--- src/rtl/ama_riscv_csr_pkg.sv ---
// CSR address map, op encodings and read-modify-write helper
// shared by the ama_riscv CSR responder and its counters.
package ama_riscv_csr_pkg;

  localparam logic [11:0] CSR_TOHOST    = 12'h51E;
  localparam logic [11:0] CSR_MCYCLE    = 12'hB00;
  localparam logic [11:0] CSR_MCYCLEH   = 12'hB80;
  localparam logic [11:0] CSR_MINSTRET  = 12'hB02;
  localparam logic [11:0] CSR_MINSTRETH = 12'hB82;
  localparam logic [11:0] CSR_CYCLE     = 12'hC00;
  localparam logic [11:0] CSR_CYCLEH    = 12'hC80;
  localparam logic [11:0] CSR_INSTRET   = 12'hC02;
  localparam logic [11:0] CSR_INSTRETH  = 12'hC82;

  localparam logic [11:0] CSR_RO_MASK   = 12'hC00;

  localparam logic [1:0] CSR_OP_ILL = 2'b00;
  localparam logic [1:0] CSR_OP_RW  = 2'b01;
  localparam logic [1:0] CSR_OP_RS  = 2'b10;
  localparam logic [1:0] CSR_OP_RC  = 2'b11;

  function automatic logic [31:0] csr_alu(
    input logic [1:0]  op,
    input logic [31:0] old,
    input logic [31:0] src
  );
    logic [31:0] res;
    res = src;
    unique case (op)
      CSR_OP_RS: res = old | src;
      CSR_OP_RC: res = old & ~src;
      default:   res = src;
    endcase
    return res;
  endfunction

endpackage

--- src/rtl/ama_riscv_csr_counter64.sv ---
// 64-bit CSR counter with per-half write that
// pre-empts the increment (and carry) in that cycle.
module ama_riscv_csr_counter64 (
  input  logic        clk,
  input  logic        rst,
  input  logic        inc,
  input  logic        we_lo,
  input  logic        we_hi,
  input  logic [31:0] wdata,
  output logic [63:0] cnt
);

  logic [63:0] r_cnt;

  always_ff @(posedge clk) begin
    if (rst) begin
      r_cnt <= '0;
    end else if (we_lo) begin
      r_cnt[31:0] <= wdata;
    end else if (we_hi) begin
      r_cnt[63:32] <= wdata;
    end else if (inc) begin
      r_cnt <= r_cnt + 64'd1;
    end
  end

  assign cnt = r_cnt;

endmodule

--- src/rtl/ama_riscv_csr.sv ---
// EX-stage CSR responder with tohost; counters are built in
// when AMA_RISCV_CSR_COUNTERS_EN is defined.
module ama_riscv_csr
  import ama_riscv_csr_pkg::*;
#(
  parameter logic [11:0] CSR_TOHOST_ADDR = CSR_TOHOST
) (
  input  logic        clk,
  input  logic        rst,
  input  logic        csr_en,
  input  logic        csr_we,
  input  logic        csr_ui,
  input  logic [1:0]  csr_op,
  input  logic [11:0] csr_addr,
  input  logic [4:0]  csr_uimm,
  input  logic [31:0] rs1_data,
  input  logic        csr_kill,
  input  logic        inst_retired,
  output logic [31:0] csr_rdata,
  output logic        csr_illegal,
  output logic [31:0] tohost,
  output logic        tohost_valid
);

  logic        w_acc;
  logic        w_wr_req;
  logic        w_hit;
  logic        w_ro;
  logic        w_illegal;
  logic        w_wr;
  logic        w_sel_tohost;
  logic [31:0] w_src;
  logic [31:0] w_old;
  logic [31:0] w_new;

  logic [31:0] r_rdata;
  logic        r_illegal;
  logic [31:0] r_tohost;
  logic        r_tohost_valid;

`ifdef AMA_RISCV_CSR_COUNTERS_EN
  logic [63:0] w_mcycle;
  logic [63:0] w_minstret;
`else
  logic        w_unused;
  assign w_unused = inst_retired;
`endif

  assign w_acc = csr_en & ~csr_kill;
  assign w_src = csr_ui ? {27'b0, csr_uimm} : rs1_data;
  assign w_ro  = (csr_addr & CSR_RO_MASK) == CSR_RO_MASK;

  // set/clear with a zero source is a pure read
  assign w_wr_req = csr_we &
    ~((csr_op != CSR_OP_RW) & (csr_uimm == 5'd0));

  always_comb begin
    w_hit        = 1'b0;
    w_old        = '0;
    w_sel_tohost = 1'b0;
    unique case (1'b1)
      (csr_addr == CSR_TOHOST_ADDR): begin
        w_hit        = 1'b1;
        w_old        = r_tohost;
        w_sel_tohost = 1'b1;
      end
`ifdef AMA_RISCV_CSR_COUNTERS_EN
      (csr_addr == CSR_MCYCLE),
      (csr_addr == CSR_CYCLE): begin
        w_hit = 1'b1;
        w_old = w_mcycle[31:0];
      end
      (csr_addr == CSR_MCYCLEH),
      (csr_addr == CSR_CYCLEH): begin
        w_hit = 1'b1;
        w_old = w_mcycle[63:32];
      end
      (csr_addr == CSR_MINSTRET),
      (csr_addr == CSR_INSTRET): begin
        w_hit = 1'b1;
        w_old = w_minstret[31:0];
      end
      (csr_addr == CSR_MINSTRETH),
      (csr_addr == CSR_INSTRETH): begin
        w_hit = 1'b1;
        w_old = w_minstret[63:32];
      end
`endif
      default: ;
    endcase
  end

  assign w_illegal = w_acc & (~w_hit |
    (csr_op == CSR_OP_ILL) | (w_ro & w_wr_req));
  assign w_wr  = w_acc & w_wr_req & ~w_illegal;
  assign w_new = csr_alu(csr_op, w_old, w_src);

`ifdef AMA_RISCV_CSR_COUNTERS_EN
  ama_riscv_csr_counter64 u_mcycle (
    .clk   (clk),
    .rst   (rst),
    .inc   (1'b1),
    .we_lo (w_wr & (csr_addr == CSR_MCYCLE)),
    .we_hi (w_wr & (csr_addr == CSR_MCYCLEH)),
    .wdata (w_new),
    .cnt   (w_mcycle)
  );

  ama_riscv_csr_counter64 u_minstret (
    .clk   (clk),
    .rst   (rst),
    .inc   (inst_retired),
    .we_lo (w_wr & (csr_addr == CSR_MINSTRET)),
    .we_hi (w_wr & (csr_addr == CSR_MINSTRETH)),
    .wdata (w_new),
    .cnt   (w_minstret)
  );
`endif

  always_ff @(posedge clk) begin
    if (rst) begin
      r_rdata        <= '0;
      r_illegal      <= 1'b0;
      r_tohost       <= '0;
      r_tohost_valid <= 1'b0;
    end else begin
      r_rdata        <= (w_acc & ~w_illegal) ? w_old : '0;
      r_illegal      <= w_illegal;
      r_tohost_valid <= w_wr & w_sel_tohost;
      if (w_wr & w_sel_tohost) r_tohost <= w_new;
    end
  end

  assign csr_rdata    = r_rdata;
  assign csr_illegal  = r_illegal;
  assign tohost       = r_tohost;
  assign tohost_valid = r_tohost_valid;

endmodule

--- config.mk ---
export PLATFORM = sky130hd
export DESIGN_NAME = ama_riscv_csr
export DESIGN_NICKNAME = d
export VERILOG_FILES = /design/src/rtl/ama_riscv_csr_pkg.sv /design/src/rtl/ama_riscv_csr_counter64.sv /design/src/rtl/ama_riscv_csr.sv
export SDC_FILE = /design/constraint.sdc
export NUM_CORES = 1
export LEC_CHECK = 0
export BUFFER_PORTS_ARGS = -buffer_cell sky130_fd_sc_hd__buf_2
export CORE_ASPECT_RATIO = 1.2
export CORE_MARGIN = 1
export CORE_UTILIZATION = 51
export DETAILED_ROUTE_END_ITERATION = 10
export GPL_ROUTABILITY_DRIVEN = 0
export GPL_TIMING_DRIVEN = 0
export PLACE_DENSITY = 0.85
export SETUP_SLACK_MARGIN = 0.02
export SYNTH_ARGS = -nofsm -noshare
export SYNTH_HDL_FRONTEND = slang
export SYNTH_SLANG_ARGS = --single-unit
--- constraint.sdc ---
create_clock -name clk -period 3.2 [get_ports clk]
set_clock_uncertainty 0.1 [all_clocks]
set_input_delay 0.32 -clock clk [delete_from_list [all_inputs] [get_ports clk]]
set_output_delay 0.32 -clock clk [all_outputs]
set_load 0.01 [all_outputs]
==> results.ini, run 1 <==
[min_path]
hold_start = rs1_data[6]
holdCritPathClass = in2reg
holdPathEnd = tohost[6]$_SDFFE_PP0P_
min_path_cells = 3

[placed_design]
dp.cells = 452
dp_hpwl_um = 5150
post_dp_cell_area_um2 = 3590
port_buffers = 121

[detailed_routing]
wl_um = 7110
post_drt_wl_per_cell_um = 15.2
vias_per_cell = 5.59
wl_met3_um = 495
drt_first_pass_iters = 9
routed.top_layer = met4
route.met2.wl_um = 3620
wl_met1_um = 2830
vias = 2615
ant_nets = 0
drtIter0Drc = 167
drc_errors = 8

[sta]
tightest_slew_ps = 724
relSlewSlack = 0.517
fin_tns_setup_ps = 0
setup_viol = 0
max_freq_mhz = 509
hold_viol_final = 0
min_period_ps = 1960
period_share = 0.614
drv_slew = 0
grt_setup_unrepaired = no

[power_and_ir_drop]
clockPowerShare = 0.439
vdd_ir_drop_max_uv = 326
sw_frac_of_total = 0.226
p_leak_nw = 1.56
comb_power_share = 0.070
p_seq_frac = 0.490
switching_power_w = 0.000379
powerDensity_nw_per_um2 = 440
p_int_w = 0.00130
finalPower_w = 0.00168

[cts]
cts_hold_buf = 0
post_cts_buffers = 0
clock_path_buffers = 2
htreeDepth = 3
cts_resized = 0
cts_buffers = 9
clk_pin_slew_worst_paths_ps = 70
cts.sinks = 66
clk_latency_ps = 340
root_buffer = clkbuf_8
cts_tree = done

[worst_setup_path]
cp_common_cell = buf_2
worst_path_max_delay_cell = a2111oi_1
critical_path.top_delay_family = compound AO/OA/AOI/OAI gates
cpPeakStageDelay_ps = 380
cp-end-kind = register
r2r-end = tohost[11]$_SDFFE_PP0P_
crit_path_start_kind = input port
worst-path-buf-inv = 3
r2r_cells = 2
critical_path_required_ps = 3290
arrival_ps = 2060
rrSetupSlack_ps = 2320
crit_fanout = 10
regToRegStartpoint = tohost[11]$_SDFFE_PP0P_
path_cells = buf_2 > nor4b_2 > o2111ai_1 > clkbuf_1 > buf_2 > a2111oi_1 > o32ai_1
worst-setup-path-type = in2reg

[synthesis]
yosys_warnings = 0
synth.area.mux_share = 0.0172
ys_seq_area_frac = 0.454
netlist-cell-type-count = 25
synth_top_family_by_area = compound AO/OA/AOI/OAI gates
synth_top_area_frac = 0.454
synth-simple-area-share = 0.146
syn_nets = 327
synthAdderAreaFrac = 0
syn_inst = 269
ys_top_cells_by_area = dfxtp_1 45%, o32ai_2 16%, a2111oi_0 8.7%
synth_area_um2 = 2910
synth_compound_area_frac = 0.285
synth_area_leader_cell = dfxtp_1
syn_area_per_cell_um2 = 10.8
synth_xor_area_frac = 0
synth-seq-cells = 66

[global_routing]
antenna_found_initial = 0
overflow = 0
grt_pass1_vias = 2470
grt_pass1_wl_um = 11100
grt_start_max_net_pins = 12
grtUsageTotal = 0.238

[final_layout]
fillCellCount = 410
final-seq-area_um2 = 1320
fin_nets = 459
drive_above_1_share = 0.458
multi_input_area_um2 = 1300
post-route-util = 0.704
final_cell_area_um2 = 3810
syn2layout_area_growth_pct = 30.8
antenna_cells = 0
instances_no_fill = 468

[status]
status = complete, but fails checks
violations = DRC

[floorplanning]
die-area_um2 = 6010
core_um2 = 5410
die_h_um = 84.8
start_util = 0.538
rows = 29
ioPinCount = 124
die_w_um = 71.0

[flow_run]
max_cap_violations = 0

state kept, by name (all words and copies together), names as in the netlist:
signal        cells
csr_rdata        32
csr_illegal       1
tohost_valid      1
tohost           32
logic make-up (layout without fill, tap and decap cells):
| kind of cell | after synthesis | after routing |
|---|---|---|
| simple gates | 69 | 69 |
| compound gates | 67 | 67 |
| flops | 66 | 66 |
| buf+inv | 62 | 199 |
| mux | 5 | 5 |
cell usage after synthesis:
| library cell | n |
|---|---|
| clkbuf_2 | 1 |
| and4b_1 | 1 |
| nor2b_1 | 2 |
| and4_1 | 1 |
| o32ai_2 | 29 |
| and4bb_2 | 1 |
| or4_4 | 1 |
| mux2i_1 | 5 |
| nor3_1 | 33 |
| clkbuf_1 | 18 |
| a2111o_2 | 1 |
| a2111oi_1 | 2 |
| nand2b_4 | 1 |
| buf_6 | 6 |
| or2_2 | 1 |
| inv_1 | 32 |
| nand2b_1 | 27 |
| a2111oi_0 | 29 |
| dfxtp_1 | 66 |
| o31ai_4 | 1 |
| buf_2 | 5 |
| a2111oi_2 | 1 |
| o2111ai_1 | 1 |
| nor4b_2 | 1 |
| o32ai_1 | 3 |
metal layers:
metal | GRT usage | vias up
met3 | 0.0660 | 16
met2 | 0.424 | 115
met1 | 0.263 | 1211
met5 | 0 | -
li1 | - | 1273
met4 | 0.104 | 0
final cells by class:
| class | count | area share |
|---|---|---|
| Sequential cell | 66 | 0.347 |
| Multi-Input combinational cell | 141 | 0.342 |
| Timing Repair Buffer | 121 | 0.159 |
| Clock buffer | 12 | 0.0434 |
| Buffer | 30 | 0.0434 |
| Inverter | 32 | 0.0315 |
| Tap cell | 62 | 0.0204 |
| Clock inverter | 4 | 0.0128 |
layout by cell type (no fill, tap or decap), types with 2 or more instances in the layout:
master / instances
inv_1: 32
clkbuf_8: 12
nor2b_1: 2
a2111oi_0: 29
o32ai_2: 29
a2111oi_1: 2
clkinv_2: 2
buf_2: 126
nand2b_1: 27
nor3_1: 33
buf_6: 6
o32ai_1: 3
clkbuf_1: 18
dfxtp_1: 66
mux2i_1: 5
power groups by stage:
stage | Combinational [W] | Sequential (W) | Clock, W
after floorplan | 0.0000641 | 0.000841 | 0
after global placement | 0.000115 | 0.000840 | 0
after detailed placement | 0.000117 | 0.000840 | 0
after CTS | 0.000117 | 0.000821 | 0.000741
after global routing | 0.000128 | 0.000821 | 0.000776
final | 0.000118 | 0.000821 | 0.000736
stage by stage:
stage,hold WS (ps),setup WS (ps)
after CTS,178,1240
after global routing,188,1040
after floorplan,383,1360
final,188,1240
after detailed placement,362,890
after global placement,351,965
tightest hold or removal path, cell delays in order:
cell and delay, ps:
buf_2 70, nand2b_1 70, o32ai_2 110
how the worst max path moves through the flow:
stage          cells after the start  slack (ps)                      end         from
2_1_floorplan                      5        1360  tohost[10]$_SDFFE_PP0P_  csr_uimm[4]
3_3_place_gp                       7         970  tohost[28]$_SDFFE_PP0P_  csr_addr[5]
3_5_place_dp                       7         890  tohost[29]$_SDFFE_PP0P_  csr_addr[5]
4_1_cts                            6        1240  tohost[26]$_SDFFE_PP0P_  csr_addr[5]
5_1_grt                            6        1040  tohost[15]$_SDFFE_PP0P_  csr_addr[5]
6_report                           7        1240  tohost[28]$_SDFFE_PP0P_  csr_addr[5]
No activity file was read; power rests on OpenSTA's default activity.
==> run 2: changes to the inputs <==
--- a/config.mk
+++ b/config.mk
@@ -8,11 +8,11 @@
 export BUFFER_PORTS_ARGS = -buffer_cell sky130_fd_sc_hd__buf_2
 export CORE_ASPECT_RATIO = 1.2
 export CORE_MARGIN = 1
-export CORE_UTILIZATION = 51
+export CORE_UTILIZATION = 47
 export DETAILED_ROUTE_END_ITERATION = 10
 export GPL_ROUTABILITY_DRIVEN = 0
 export GPL_TIMING_DRIVEN = 0
-export PLACE_DENSITY = 0.85
+export PLACE_DENSITY = 0.79
 export SETUP_SLACK_MARGIN = 0.02
 export SYNTH_ARGS = -nofsm -noshare
 export SYNTH_HDL_FRONTEND = slang
==> constraint.sdc (replaced) <==
create_clock -name clk -period 2 [get_ports clk]
set_clock_uncertainty 0.1 [all_clocks]
set_input_delay 0.2 -clock clk [delete_from_list [all_inputs] [get_ports clk]]
set_output_delay 0.2 -clock clk [all_outputs]
set_load 0.01 [all_outputs]
==> run 2 against run 1 <==
  * The flow now finishes without violations
  * Cell area about the same
  * Die area increased by 8.3%
  * Global-route usage decreased by 0.27 points
  * Cell count increased by 4.1%
  * Utilization decreased by 7.1 points
  * Sequential power increased by 60%
  * Clock-buffer cell count increased by 1
  * Worst setup slack got worse by 1100 ps
  * Worst hold slack got worse by 140 ps
  * Combinational power increased by 61%
  * Wire length increased by 2.7%
  * Total power increased by 55%
  * Critical endpoint is now tohost[9]$_SDFFE_PP0P_
  * Largest cell class unchanged
  * Highest routed layer unchanged
==> results.ini, run 2 (same netlist as run 1, synthesis figures left out) <==
[status]
status = finished, final reports clean  ; was complete, but fails checks

[worst_setup_path]
rrSetupSlack_ps = 1140  ; was 2320 ps
critical_path_required_ps = 2110  ; was 3290 ps
path_cells = buf_2 > nor4b_2 > o2111ai_1 > clkbuf_1 > a2111oi_0 > o32ai_2  ; was buf_2 > nor4b_2 > o2111ai_1 > clkbuf_1 > buf_2 > a2111oi_1 > o32ai_1
r2r-end = tohost[31]$_SDFFE_PP0P_  ; was tohost[11]$_SDFFE_PP0P_
worst-path-buf-inv = 2  ; was 3
cpPeakStageDelay_ps = 660  ; was 380 ps
r2r_cells = 2  ; unchanged
worst-setup-path-type = in2reg  ; unchanged
critical_path.top_delay_family = compound AO/OA/AOI/OAI gates  ; unchanged
worst_path_max_delay_cell = a2111oi_0  ; was a2111oi_1
arrival_ps = 1980  ; was 2060 ps
crit_path_start_kind = input port  ; unchanged
crit_fanout = 10  ; unchanged
cp-end-kind = register  ; unchanged
regToRegStartpoint = tohost[31]$_SDFFE_PP0P_  ; was tohost[11]$_SDFFE_PP0P_
cp-startpoint = csr_addr[5]  ; unchanged

[sta]
max_freq_mhz = 533
relSlewSlack = 0.525  ; was 0.517
min_period_ps = 1880
hold_viol_final = 0  ; unchanged
grt_setup_unrepaired = no  ; unchanged
period_share = 0.939
tightest_slew_ps = 694  ; was 724 ps
setup_viol = 0  ; unchanged
finalWorstSetupSlack_ps = 122  ; was 1240 ps
drv_slew = 0  ; unchanged

[detailed_routing]
drc_errors = 0  ; was 8
post_drt_wl_per_cell_um = 15.0  ; was 15.2 um
wl_um = 7300  ; was 7110 um
ant_nets = 0  ; unchanged
vias = 2594  ; was 2615
drtIter0Drc = 100  ; was 167
drt_first_pass_iters = 4  ; was 9
vias_per_cell = 5.33  ; was 5.59

[floorplanning]
die-area_um2 = 6510  ; was 6010 um^2
die_h_um = 88.2  ; was 84.8 um
die_w_um = 73.8  ; was 71.0 um
ioPinCount = 124  ; unchanged
start_util = 0.484  ; was 0.538
rows = 31  ; was 29
core_um2 = 6010  ; was 5410 um^2

[global_routing]
grt_pass1_vias = 2391  ; was 2470
overflow = 0  ; unchanged
grtUsageTotal = 0.235  ; was 0.238
antenna_found_initial = 0  ; unchanged
grt_start_max_net_pins = 11  ; was 12
grt_pass1_wl_um = 11500  ; was 11100 um

[cts]
clk_latency_ps = 340  ; about the same
cts.sinks = 66  ; unchanged
clk_pin_slew_worst_paths_ps = 60  ; was 70 ps
cts_tree = done  ; unchanged
cts_buffers = 9  ; unchanged
post_cts_buffers = 0  ; unchanged
cts_resized = 0  ; unchanged
clock_path_buffers = 2  ; unchanged
root_buffer = clkbuf_8  ; unchanged
htreeDepth = 3  ; unchanged
cts_hold_buf = 0  ; unchanged

[min_path]
hold_start = rs1_data[30]  ; was rs1_data[6]
holdPathEnd = tohost[30]$_SDFFE_PP0P_  ; was tohost[6]$_SDFFE_PP0P_
min_path_cells = 3  ; unchanged
holdCritPathClass = in2reg  ; unchanged

[final_layout]
syn2layout_area_growth_pct = 30.7  ; was 30.8%
fin_nets = 459  ; unchanged
final_cell_area_um2 = 3800  ; was 3810 um^2
layout_commonest_cell = buf_2  ; unchanged
drive_above_1_share = 0.449  ; was 0.458
antenna_cells = 0  ; unchanged
layout_common_cells = 126 x buf_2, 66 x dfxtp_1, 33 x nor3_1  ; unchanged

[flow_run]
max_cap_violations = 0  ; unchanged

[placed_design]
dp_hpwl_um = 5240  ; was 5150 um
post_dp_cell_area_um2 = 3620  ; was 3590 um^2
port_buffers = 121  ; unchanged
place_ws_ps = -212  ; was 890 ps

[power_and_ir_drop]
vdd_ir_drop_max_uv = 420  ; was 326 uV
finalPower_w = 0.00260  ; was 0.00168 W
p_leak_nw = 1.53  ; was 1.56 nW
powerDensity_nw_per_um2 = 684  ; was 440 nW/um^2

[run 2: cell type report]
class / count / area [um^2]
inverters: 32 / 120
multi-input cells: 141 / 1300
fillers: 512 / 2210
well taps: 82 / 103
clock buffers: 13 / 149
plain buffers: 30 / 165
flip-flops and latches: 66 / 1320
repair buffers: 121 / 606
clock inverters: 2 / 37.5
[run 2: through the flow]
| step | cells | utilization | hold WS (ps) | setup TNS [ps] |
|---|---|---|---|---|
| after floorplan | 269 | - | 291 | 0 |
| after global placement | 472 | 0.602 | 352 | -1560 |
| after detailed placement | 472 | 0.602 | 352 | -2720 |
| after CTS | 487 | 0.633 | 40.9 | 0 |
| after global routing | 487 | 0.633 | 57.8 | 0 |
| final | 487 | 0.633 | 47.1 | 0 |
[run 2: worst max-delay path by stage]
stage | to | slack (ps) | cells after the start
after floorplan | tohost[10]$_SDFFE_PP0P_ | 280 | 5
final | tohost[9]$_SDFFE_PP0P_ | 120 | 6
after CTS | tohost[9]$_SDFFE_PP0P_ | 130 | 6
after global routing | tohost[9]$_SDFFE_PP0P_ | 40 | 6
after detailed placement | tohost[9]$_SDFFE_PP0P_ | -210 | 6
after global placement | tohost[28]$_SDFFE_PP0P_ | -120 | 7
[run 2: layer usage]
metal / up-vias / track usage / wire (um)
met5: - / 0 / 0
met4: 0 / 0.0927 / 117
met3: 12 / 0.0713 / 497
met1: 1218 / 0.268 / 2950
met2: 95 / 0.410 / 3740
li1: 1269 / - / -
[run 2: worst register-to-register path, stage by stage, from the launching register on]
cell and delay [ps]:
dfxtp_1 340, inv_1 60, o32ai_1 270
[run 2: power breakdown]
group / total (W) / switching (W) / internal (W)
clock: 0.00110 / 0.000492 / 0.000605
sequential: 0.00131 / 0.000000151 / 0.00131
combinational: 0.000190 / 0.000105 / 0.0000842
==> run 3: changes to the inputs <==
--- a/config.mk
+++ b/config.mk
@@ -5,7 +5,7 @@
 export SDC_FILE = /design/constraint.sdc
 export NUM_CORES = 1
 export LEC_CHECK = 0
-export BUFFER_PORTS_ARGS = -buffer_cell sky130_fd_sc_hd__buf_2
+export BUFFER_PORTS_ARGS = -buffer_cell sky130_fd_sc_hd__buf_4
 export CORE_ASPECT_RATIO = 1.2
 export CORE_MARGIN = 1
 export CORE_UTILIZATION = 47
==> run 3 against run 2 <==
  * Global-route usage grew 1.5 points
  * Wire length rose by 10%
  * Highest routed layer unchanged
  * Sequential share of layout area down 2.9 points
  * Clock power rose by 15%
  * Via count increased by 3.2%
  * Worst hold slack gained 9.8 ps
  * Worst setup slack worse by 10 ps
==> results.ini, run 3 (same netlist as run 1, synthesis figures left out) <==
[cts]
clock_path_buffers = 2  ; unchanged
clk_latency_ps = 340  ; about the same
post_cts_buffers = 0  ; unchanged
root_buffer = clkbuf_8  ; unchanged
htreeDepth = 3  ; unchanged
cts_buffers = 9  ; unchanged
cts_tree = done  ; unchanged
cts.sinks = 66  ; unchanged
clk_pin_slew_worst_paths_ps = 70  ; was 60 ps

[worst_setup_path]
worst-setup-path-type = in2reg  ; unchanged
crit_path_start_kind = input port  ; unchanged
critical_path_required_ps = 2090  ; was 2110 ps
arrival_ps = 1980  ; about the same
crit_fanout = 10  ; unchanged
cp-end-kind = register  ; unchanged

[final_layout]
drive_above_1_share = 0.458  ; was 0.449
syn2layout_area_growth_pct = 42.6  ; was 30.7%
fin_nets = 459  ; unchanged
antenna_cells = 0  ; unchanged
fillCellCount = 499  ; was 512
final_cell_area_um2 = 4150  ; was 3800 um^2
instances_no_fill = 488  ; was 487
layout_commonest_cell = buf_4  ; was buf_2
layout_common_cells = 121 x buf_4, 66 x dfxtp_1, 33 x nor3_1  ; was 126 x buf_2, 66 x dfxtp_1, 33 x nor3_1

[global_routing]
antenna_found_initial = 0  ; unchanged
grt_start_max_net_pins = 12  ; was 11
overflow = 0  ; unchanged
grtUsageTotal = 0.250  ; was 0.235
grt_pass1_vias = 2559  ; was 2391
grt_pass1_wl_um = 12100  ; was 11500 um

[placed_design]
dp.cells = 472  ; unchanged
post_dp_cell_area_um2 = 3920  ; was 3620 um^2
dp_hpwl_um = 5720  ; was 5240 um
port_buffers = 121  ; unchanged

[sta]
grt_setup_unrepaired = no  ; unchanged
drv_slew = 0  ; unchanged
setup_viol = 0  ; unchanged
tightest_slew_ps = 735  ; was 694 ps
max_freq_mhz = 530  ; was 533 MHz
hold_viol_final = 0  ; unchanged
min_period_ps = 1890  ; was 1880 ps
period_share = 0.944  ; was 0.939
relSlewSlack = 0.510  ; was 0.525

[detailed_routing]
drc_errors = 0  ; unchanged
wl_um = 8060  ; was 7300 um
vias = 2676  ; was 2594
drt_first_pass_iters = 4  ; unchanged
vias_per_cell = 5.48  ; was 5.33
ant_nets = 0  ; unchanged
drtIter0Drc = 143  ; was 100
post_drt_wl_per_cell_um = 16.5  ; was 15.0 um

[power_and_ir_drop]
sw_frac_of_total = 0.227  ; was 0.230
vdd_ir_drop_max_uv = 442  ; was 420 uV
finalPower_w = 0.00279  ; was 0.00260 W
comb_power_share = 0.080  ; was 0.073
p_seq_frac = 0.470  ; was 0.505
powerDensity_nw_per_um2 = 673  ; was 684 nW/um^2
p_leak_nw = 1.59  ; was 1.53 nW
p_int_w = 0.00216  ; was 0.00200 W
switching_power_w = 0.000633  ; was 0.000597 W
clockPowerShare = 0.450  ; was 0.422

[status]
status = finished, final reports clean  ; unchanged

[floorplanning]
core_um2 = 6010  ; unchanged
ioPinCount = 124  ; unchanged
die_w_um = 73.8  ; unchanged
start_util = 0.484  ; unchanged
die_h_um = 88.2  ; unchanged
die-area_um2 = 6510  ; unchanged
rows = 31  ; unchanged

[flow_run]
max_cap_violations = 0  ; unchanged

[min_path]
holdCritPathClass = in2reg  ; unchanged

[run 3: cell count changes in the layout (fill, tap and decap cells not counted), sizes merged]
cell	delta
clkbuf	-2
bufinv	+1
clkinv	+2
[run 3: path summary, 6_finish.rpt]
path,from,endpoint,slack [ps],cells past startpoint
setup / recovery,csr_addr[5],tohost[29]$_SDFFE_PP0P_,110,7
setup reg to reg,tohost[2]$_SDFFE_PP0P_,tohost[2]$_SDFFE_PP0P_,1080,2
hold reg to reg,tohost[31]$_SDFFE_PP0P_,csr_rdata[31]$_SDFF_PP0_,370,2
hold / removal,rs1_data[24],tohost[24]$_SDFFE_PP0P_,60,3
[run 3: timing repair]
item / in CTS / in global routing
hold buffers: 0 / 0
gates resized for setup: 0 / 3
setup endpoints to repair: 0 / 16
[run 3: stage by stage]
step                      worst slack [ps]  setup TNS (ps)  hold WS [ps]  utilization
final                                  112               0          56.9        0.690
after global routing                  18.2               0          62.8        0.690
after CTS                             92.5               0          53.2        0.689
after detailed placement              -244           -5530           355        0.652
after global placement                -127           -2000           356        0.652
after floorplan                        280               0           291            -
[run 3: area by class of cell]
| class | count | area (um^2) | area share |
|---|---|---|---|
| Timing Repair Buffer | 121 | 908 | 0.219 |
| Clock inverter | 5 | 77.6 | 0.0187 |
| Buffer | 30 | 165 | 0.0398 |
| Clock buffer | 11 | 141 | 0.0341 |
| Tap cell | 82 | 103 | 0.0247 |
| Sequential cell | 66 | 1320 | 0.318 |
| Inverter | 32 | 120 | 0.0290 |
| Multi-Input combinational cell | 141 | 1310 | 0.316 |
[run 3: metal layers]
| metal | up-vias | share of wire | global-route usage |
|---|---|---|---|
| met4 | 0 | 0.019 | 0.101 |
| met3 | 24 | 0.061 | 0.0702 |
| met5 | - | 0 | 0 |
| met2 | 105 | 0.52 | 0.434 |
| met1 | 1269 | 0.40 | 0.288 |
| li1 | 1278 | - | - |
[run 3: power by group through the flow]
stage	Combinational, W	Sequential [W]	Clock [W]
after global placement	0.000216	0.00134	0
after CTS	0.000221	0.00131	0.00126
after global routing	0.000240	0.00131	0.00131
after detailed placement	0.000220	0.00134	0
after floorplan	0.000103	0.00135	0
final	0.000224	0.00131	0.00126
[run 3: critical path, stage by stage]
cell	delay (ps)
buf_4	110
nor4b_2	350
o2111ai_2	270
clkbuf_1	280
buf_2	250
a2111oi_1	390
o32ai_1	140
